**config.mk**
```make
export PLATFORM = sky130hd
export DESIGN_NAME = temp_sensor_spi
export DESIGN_NICKNAME = d
export VERILOG_FILES = /design/src/rtl/temp_sensor_spi.sv
export SDC_FILE = /design/constraint.sdc
export NUM_CORES = 1
export LEC_CHECK = 0
export CAP_MARGIN = 20
export CORE_UTILIZATION = 50
export DETAILED_ROUTE_END_ITERATION = 10
export PLACE_DENSITY = 0.71
export SYNTH_ARGS = -nofsm -noshare
export SYNTH_HDL_FRONTEND = slang
export SYNTH_SLANG_ARGS = --single-unit
```
**constraint.sdc**
```tcl
create_clock -name clk -period 1.8 [get_ports clk]
set_input_delay 0.36 -clock clk [delete_from_list [all_inputs] [get_ports clk]]
set_output_delay 0.36 -clock clk [all_outputs]
set_load 0.01 [all_outputs]
```
**src/rtl/temp_sensor_spi.sv**
```systemverilog
// Periodic SPI master for a digital temperature sensor: reads one 16-bit frame per
// sample period and presents it clamped to an unsigned 6.4 fixed-point value.
module temp_sensor_spi #(
    parameter int CLK_DIV       = 4,
    parameter int SAMPLE_PERIOD = 1000
) (
    input  logic       clk,
    input  logic       rst,
    input  logic       enable,
    input  logic       spi_miso,
    output logic       spi_cs_n,
    output logic       spi_sclk,
    output logic [5:0] temp,
    output logic [3:0] temp_frac,
    output logic       sample_valid,
    output logic       out_of_range,
    output logic       busy
);

    localparam int TW = (SAMPLE_PERIOD > 2) ? $clog2(SAMPLE_PERIOD) : 1;
    localparam int DW = (CLK_DIV > 1) ? $clog2(CLK_DIV) : 1;
    localparam logic [TW-1:0] TIMER_LAST = TW'(SAMPLE_PERIOD - 1);
    localparam logic [DW-1:0] DIV_LAST   = DW'(CLK_DIV - 1);

    typedef enum logic [2:0] {
        IDLE,
        CS_SETUP,
        SHIFT,
        CS_HOLD,
        UPDATE
    } state_t;

    state_t        state;
    state_t        state_next;
    logic [TW-1:0] timer;
    logic [DW-1:0] div_cnt;
    logic [DW-1:0] div_cnt_next;
    logic [3:0]    bit_cnt;
    logic [3:0]    bit_cnt_next;
    logic          sclk_phase;
    logic          sclk_phase_next;
    logic [15:0]   shift_reg;
    logic          start;
    logic          div_done;
    logic          capture;
    logic          load;
    logic [11:0]   raw;
    logic [5:0]    conv_temp;
    logic [3:0]    conv_frac;
    logic          conv_oor;

    // Free-running sample timer; held at zero while sampling is disabled.
    always_ff @(posedge clk) begin
        if (rst || !enable) begin
            timer <= '0;
        end else if (timer == TIMER_LAST) begin
            timer <= '0;
        end else begin
            timer <= timer + 1'b1;
        end
    end

    assign start    = enable && (timer == TIMER_LAST);
    assign div_done = (div_cnt == DIV_LAST);

    always_comb begin
        state_next      = state;
        div_cnt_next    = div_cnt;
        bit_cnt_next    = bit_cnt;
        sclk_phase_next = sclk_phase;
        capture         = 1'b0;
        load            = 1'b0;
        case (state)
            IDLE: begin
                if (start) begin
                    state_next   = CS_SETUP;
                    div_cnt_next = '0;
                end
            end
            CS_SETUP: begin
                if (div_done) begin
                    state_next      = SHIFT;
                    div_cnt_next    = '0;
                    bit_cnt_next    = '0;
                    sclk_phase_next = 1'b0;
                end else begin
                    div_cnt_next = div_cnt + 1'b1;
                end
            end
            SHIFT: begin
                if (div_done) begin
                    div_cnt_next = '0;
                    // MISO is taken on the same edge that drives SCLK high.
                    if (!sclk_phase) begin
                        sclk_phase_next = 1'b1;
                        capture         = 1'b1;
                    end else begin
                        sclk_phase_next = 1'b0;
                        if (bit_cnt == 4'd15) begin
                            state_next = CS_HOLD;
                        end else begin
                            bit_cnt_next = bit_cnt + 1'b1;
                        end
                    end
                end else begin
                    div_cnt_next = div_cnt + 1'b1;
                end
            end
            CS_HOLD: begin
                if (div_done) begin
                    state_next   = UPDATE;
                    div_cnt_next = '0;
                    load         = 1'b1;
                end else begin
                    div_cnt_next = div_cnt + 1'b1;
                end
            end
            UPDATE: begin
                state_next = IDLE;
            end
            default: begin
                state_next = IDLE;
            end
        endcase
    end

    // Clamp the signed 12-bit reading into the monitor's unsigned 6.4 range.
    assign raw = shift_reg[15:4];

    always_comb begin
        conv_temp = raw[9:4];
        conv_frac = raw[3:0];
        conv_oor  = 1'b0;
        if (raw[11]) begin
            conv_temp = 6'd0;
            conv_frac = 4'd0;
            conv_oor  = 1'b1;
        end else if (raw[10]) begin
            conv_temp = 6'd63;
            conv_frac = 4'd15;
            conv_oor  = 1'b1;
        end
    end

    always_ff @(posedge clk) begin
        if (rst) begin
            state        <= IDLE;
            div_cnt      <= '0;
            bit_cnt      <= '0;
            sclk_phase   <= 1'b0;
            shift_reg    <= '0;
            temp         <= '0;
            temp_frac    <= '0;
            out_of_range <= 1'b0;
            sample_valid <= 1'b0;
        end else begin
            state        <= state_next;
            div_cnt      <= div_cnt_next;
            bit_cnt      <= bit_cnt_next;
            sclk_phase   <= sclk_phase_next;
            sample_valid <= load;
            if (capture) begin
                shift_reg <= {shift_reg[14:0], spi_miso};
            end
            if (load) begin
                temp         <= conv_temp;
                temp_frac    <= conv_frac;
                out_of_range <= conv_oor;
            end
        end
    end

    assign busy     = (state == CS_SETUP) || (state == SHIFT) || (state == CS_HOLD);
    assign spi_cs_n = !busy;
    assign spi_sclk = (state == SHIFT) && sclk_phase;

endmodule
```
==> Flow_metrics.wiki <==
{| class="wikitable"
! Metric !! Value
|-
| #FFs+latches synth || 48
|-
| CTS Buf Count || 5
|-
| Post-detailed-placement half-perimeter wirelength || approximately 2600 um
|-
| Max_slew headroom || 0.726
|-
| Floorplan die width || between 60 and 70 um
|-
| YS warnings || 0
|-
| DRC violation total after the first TritonRoute iteration || 73
|-
| Clk pwr share || 0.363
|-
| Proportion of synthesized chip area in sequential cells || 0.490
|-
| Max Buffers Root-to-Sink || 2
|-
| Synth Area in Simple Gates || 0.230
|-
| DRC Markers || 0
|-
| Final Slew Violations || 0
|-
| TritonRoute pass-1 iters || 4
|-
| Overall overflow remaining after global route || 0
|-
| Netlist cell types || 38
|-
| Sinks on the clock net || 48
|-
| Maximum number of pins on one net before global-route repair || 22
|-
| Synth Area in XOR/XNOR || 0.0357
|-
| Final antenna diode count || 0
|-
| Power per unit of standard cell area || ~770 nW/um2
|-
| CORE AREA || 3720 um2
|-
| Total via count after detailed routing || around 1500
|-
| Count of hold-fix buffers inserted at cts || 0
|-
| Number of vias per cell after detailed routing || about 5.4
|-
| Port Buffer Count || 18
|-
| Wire length of the first global-routing pass || 6130 um
|-
| Final net count || 233
|-
| Final hold vios || 0
|-
| Clock insertion delay at the later pin of the skew report || 0.30 ns
|-
| Clock Skew || 0.00704 ns
|-
| Post-synthesis to final-layout area growth || 15.9%
|-
| Portion of total power attributed to combinational logic || 0.024
|-
| Number of nets still failing antenna checks after routing || 0
|-
| Die outline area || 4180 um2
|-
| Final total negative setup slack || 0 ns
|-
| Number of failing setup endpoints in the final timing report || 0
|-
| Sequential cell fraction of total power || 0.613
|-
| Reg-to-reg startpoint || div_cnt[0]
|-
| Average instance area after synthesis || 9.52 um2
|-
| Static leakage || 0.914 nW
|-
| Switching portion of total power || 0.221
|-
| Compound-gate portion of the synthesized area || 0.103
|-
| Endpoint required time on the critical path || 1.44 ns
|-
| Initial antenna violation count || 0
|-
| Internal || 0.00136 W
|-
| Post-layout instance count excluding filler cells || around 280
|-
| Max reg flops || 16
|-
| Max cap viols || 0
|-
| CP startpoint kind || flop
|-
| Type of the setup path with the least slack || flop to primary output
|-
| Die Height || 64.6 um
|-
| Peak ir drop on the vdd network || 514 uV
|-
| Dominant delay contributor by cell family on the critical path || flip-flops
|-
| Gate Count Post-Synth || just over 200
|-
| Via count of the first global-routing pass || between 1000 and 1500
|-
| RSZ-0062 raised after global routing || false
|-
| Number of top-level pins || 19
|-
| Post-layout utilization of the core || 0.612
|-
| Post-synthesis net count || between 200 and 250
|-
| Worst stage delay on the critical path || 0.42 ns
|-
| Worst-margin pin slew || 0.411 ns
|-
| Leading cell types in the layout, fill and taps excluded || sky130_fd_sc_hd__dfxtp_1 (45), sky130_fd_sc_hd__nor2_1 (44), sky130_fd_sc_hd__mux2i_1 (16)
|-
| Placed cell count || 266
|-
| Share of final-layout standard cells stronger than drive strength 1 || 0.101
|-
| Critical-path cell with the highest stage delay || sky130_fd_sc_hd__dfxtp_2
|-
| Achievable Freq || 0.609 GHz
|-
| Worst min-delay path startpoint || timer[0]
|-
| Multiplexer share of the synthesized area || 0.0816
|-
| Period utilization || 0.912
|-
| Crit path from || state[0]
|-
| Average routed wire per standard cell || 12.8 um
|-
| Run status || completed
|-
| Net switching power of the design || 0.000386 W
|-
| Cells traversed along the worst timing path || nor2_4 > nor2_1 > inv_1 > dlygate4sd2_1
|-
| Final wirelength || 3510 um
|-
| Starting density of the core || 0.528
|-
| Mapped cell area || between 1500 and 2000 um2
|-
| Placer Congestion || 0.756
|-
| CTS root buf || sky130_fd_sc_hd__clkbuf_8
|-
| Clock-pin slew on the worst setup and hold paths || around 0.09 ns
|-
| Count of standard-cell rows || 22
|-
| Type of the worst min-delay path || flop to flop
|-
| Worst Setup End Kind || primary output
|-
| Critical path buffers and inverters || 2
|-
| Arithmetic-cell share of the synthesized area counting full adders, half adders and majority gates || 0.0191
|-
| Number of levels the H-tree was split into || 2
|-
| CTS tree || yes
|-
| CP Max Fanout || 7
|-
| GRT Util Overall || 0.188
|-
| Arrival time of the worst setup path || 1.28 ns
|-
| Period minus WS final || 1.64 ns
|-
| Largest family of logic cells by synthesized area || simple AND/OR/NAND/NOR gates
|-
| Most common cell after layout, fill and taps aside || sky130_fd_sc_hd__dfxtp_1
|}
[metal layers]
metal  routed length, um  up-vias  GRT usage
met2                1670       28      0.321
met5                   0        -          0
met1                1710      686      0.237
met4                  14        0     0.0417
li1                    -      757          -
met3                 109        3     0.0475
[cell usage after synthesis]
library cell	count	share of area
sky130_fd_sc_hd__and3_2	1	0.0038
sky130_fd_sc_hd__a311oi_1	2	0.0089
sky130_fd_sc_hd__o211ai_1	1	0.0038
sky130_fd_sc_hd__a21oi_1	6	0.015
sky130_fd_sc_hd__nor3_4	1	0.0083
sky130_fd_sc_hd__nor3_1	5	0.013
sky130_fd_sc_hd__ha_1	3	0.019
sky130_fd_sc_hd__a2bb2oi_1	1	0.0045
sky130_fd_sc_hd__and4bb_2	1	0.0064
sky130_fd_sc_hd__buf_6	4	0.023
sky130_fd_sc_hd__nand3b_1	3	0.011
sky130_fd_sc_hd__nor2b_1	1	0.0032
sky130_fd_sc_hd__a221oi_1	1	0.0045
sky130_fd_sc_hd__buf_2	2	0.0051
sky130_fd_sc_hd__nand3_1	8	0.020
sky130_fd_sc_hd__nor2_2	1	0.0032
sky130_fd_sc_hd__xor2_1	2	0.0089
sky130_fd_sc_hd__mux2i_1	16	0.082
sky130_fd_sc_hd__nor3b_2	1	0.0064
sky130_fd_sc_hd__nand2b_1	5	0.016
sky130_fd_sc_hd__clkbuf_1	3	0.0057
sky130_fd_sc_hd__or4_1	1	0.0038
sky130_fd_sc_hd__o2bb2ai_1	10	0.045
sky130_fd_sc_hd__o22ai_1	1	0.0032
sky130_fd_sc_hd__and4_2	1	0.0051
sky130_fd_sc_hd__and3b_1	1	0.0045
sky130_fd_sc_hd__nand2_1	8	0.015
sky130_fd_sc_hd__and3_1	3	0.0096
sky130_fd_sc_hd__nor4_1	1	0.0032
sky130_fd_sc_hd__o21ai_0	4	0.010
sky130_fd_sc_hd__or2b_1	1	0.0038
sky130_fd_sc_hd__xnor2_1	6	0.027
sky130_fd_sc_hd__a22oi_1	1	0.0038
sky130_fd_sc_hd__dfxtp_1	48	0.49
sky130_fd_sc_hd__nor2_1	45	0.086
sky130_fd_sc_hd__nand4_1	2	0.0064
sky130_fd_sc_hd__inv_1	4	0.0077
sky130_fd_sc_hd__o21bai_1	1	0.0038
[layout make-up]
class	count	area, um2
fill	335	1440
sequential	48	965
multi-input combinational	145	935
timing repair buffer	22	206
clock buffer	5	68.8
tap	48	60.1
clock inverter	3	23.8
inverter	4	15.0
[cells by family after synthesis]
logic type	after synthesis
and+or+nand+nor	90
DFF	48
AOI/OAI and AO/OA	28
muxes	16
buffers and inverters	13
xor gates and xnor gates	8
adders and majority gates	3
[through the flow]
step	power, W	hold slack [ns]	cell area, um2	setup WS [ns]
final	0.00174	0.453	2270	0.159
after global routing	0.00182	0.485	2270	0.0198
after CTS	0.00177	0.462	2270	0.144
after detailed placement	0.00113	0.447	2160	0.0945
after global placement	0.00113	0.430	2160	0.129
after floorplan	0.00112	0.418	1960	0.457
[power by group through the flow]
| stage | Combinational [W] | Sequential, W | Clock (W) |
|---|---|---|---|
| finish | 0.0000412 | 0.00107 | 0.000632 |
| global route | 0.0000462 | 0.00107 | 0.000701 |
| CTS | 0.0000409 | 0.00107 | 0.000660 |
| detailed placement | 0.0000405 | 0.00109 | 0 |
| global placement | 0.0000387 | 0.00109 | 0 |
| floorplan | 0.0000257 | 0.00109 | 0 |
[worst reg2reg max path, cell delays in order, from the launching register on]
cell and delay, ns:
sky130_fd_sc_hd__dfxtp_1 0.39, sky130_fd_sc_hd__ha_1 0.25, sky130_fd_sc_hd__nand2b_1 0.25, sky130_fd_sc_hd__nor2_1 0.27
sky130_fd_sc_hd__a21oi_1 0.10, sky130_fd_sc_hd__a311oi_1 0.24
[worst paths after layout]
| check | slack (ns) | cells past startpoint | endpoint |
|---|---|---|---|
| max reg2reg | 0.21 | 5 | bit_cnt[2] |
| min | 0.45 | 1 | timer[0] |
| max | 0.16 | 4 | spi_cs_n |
| min reg2reg | 0.45 | 1 | timer[0] |
[what timing repair did]
item	4_1_cts	5_1_grt
setup buffers	1	0
pin swaps	1	0
endpoints found under the setup margin	3	10
resized for setup	8	2
No activity file was read; power rests on OpenSTA's default activity.
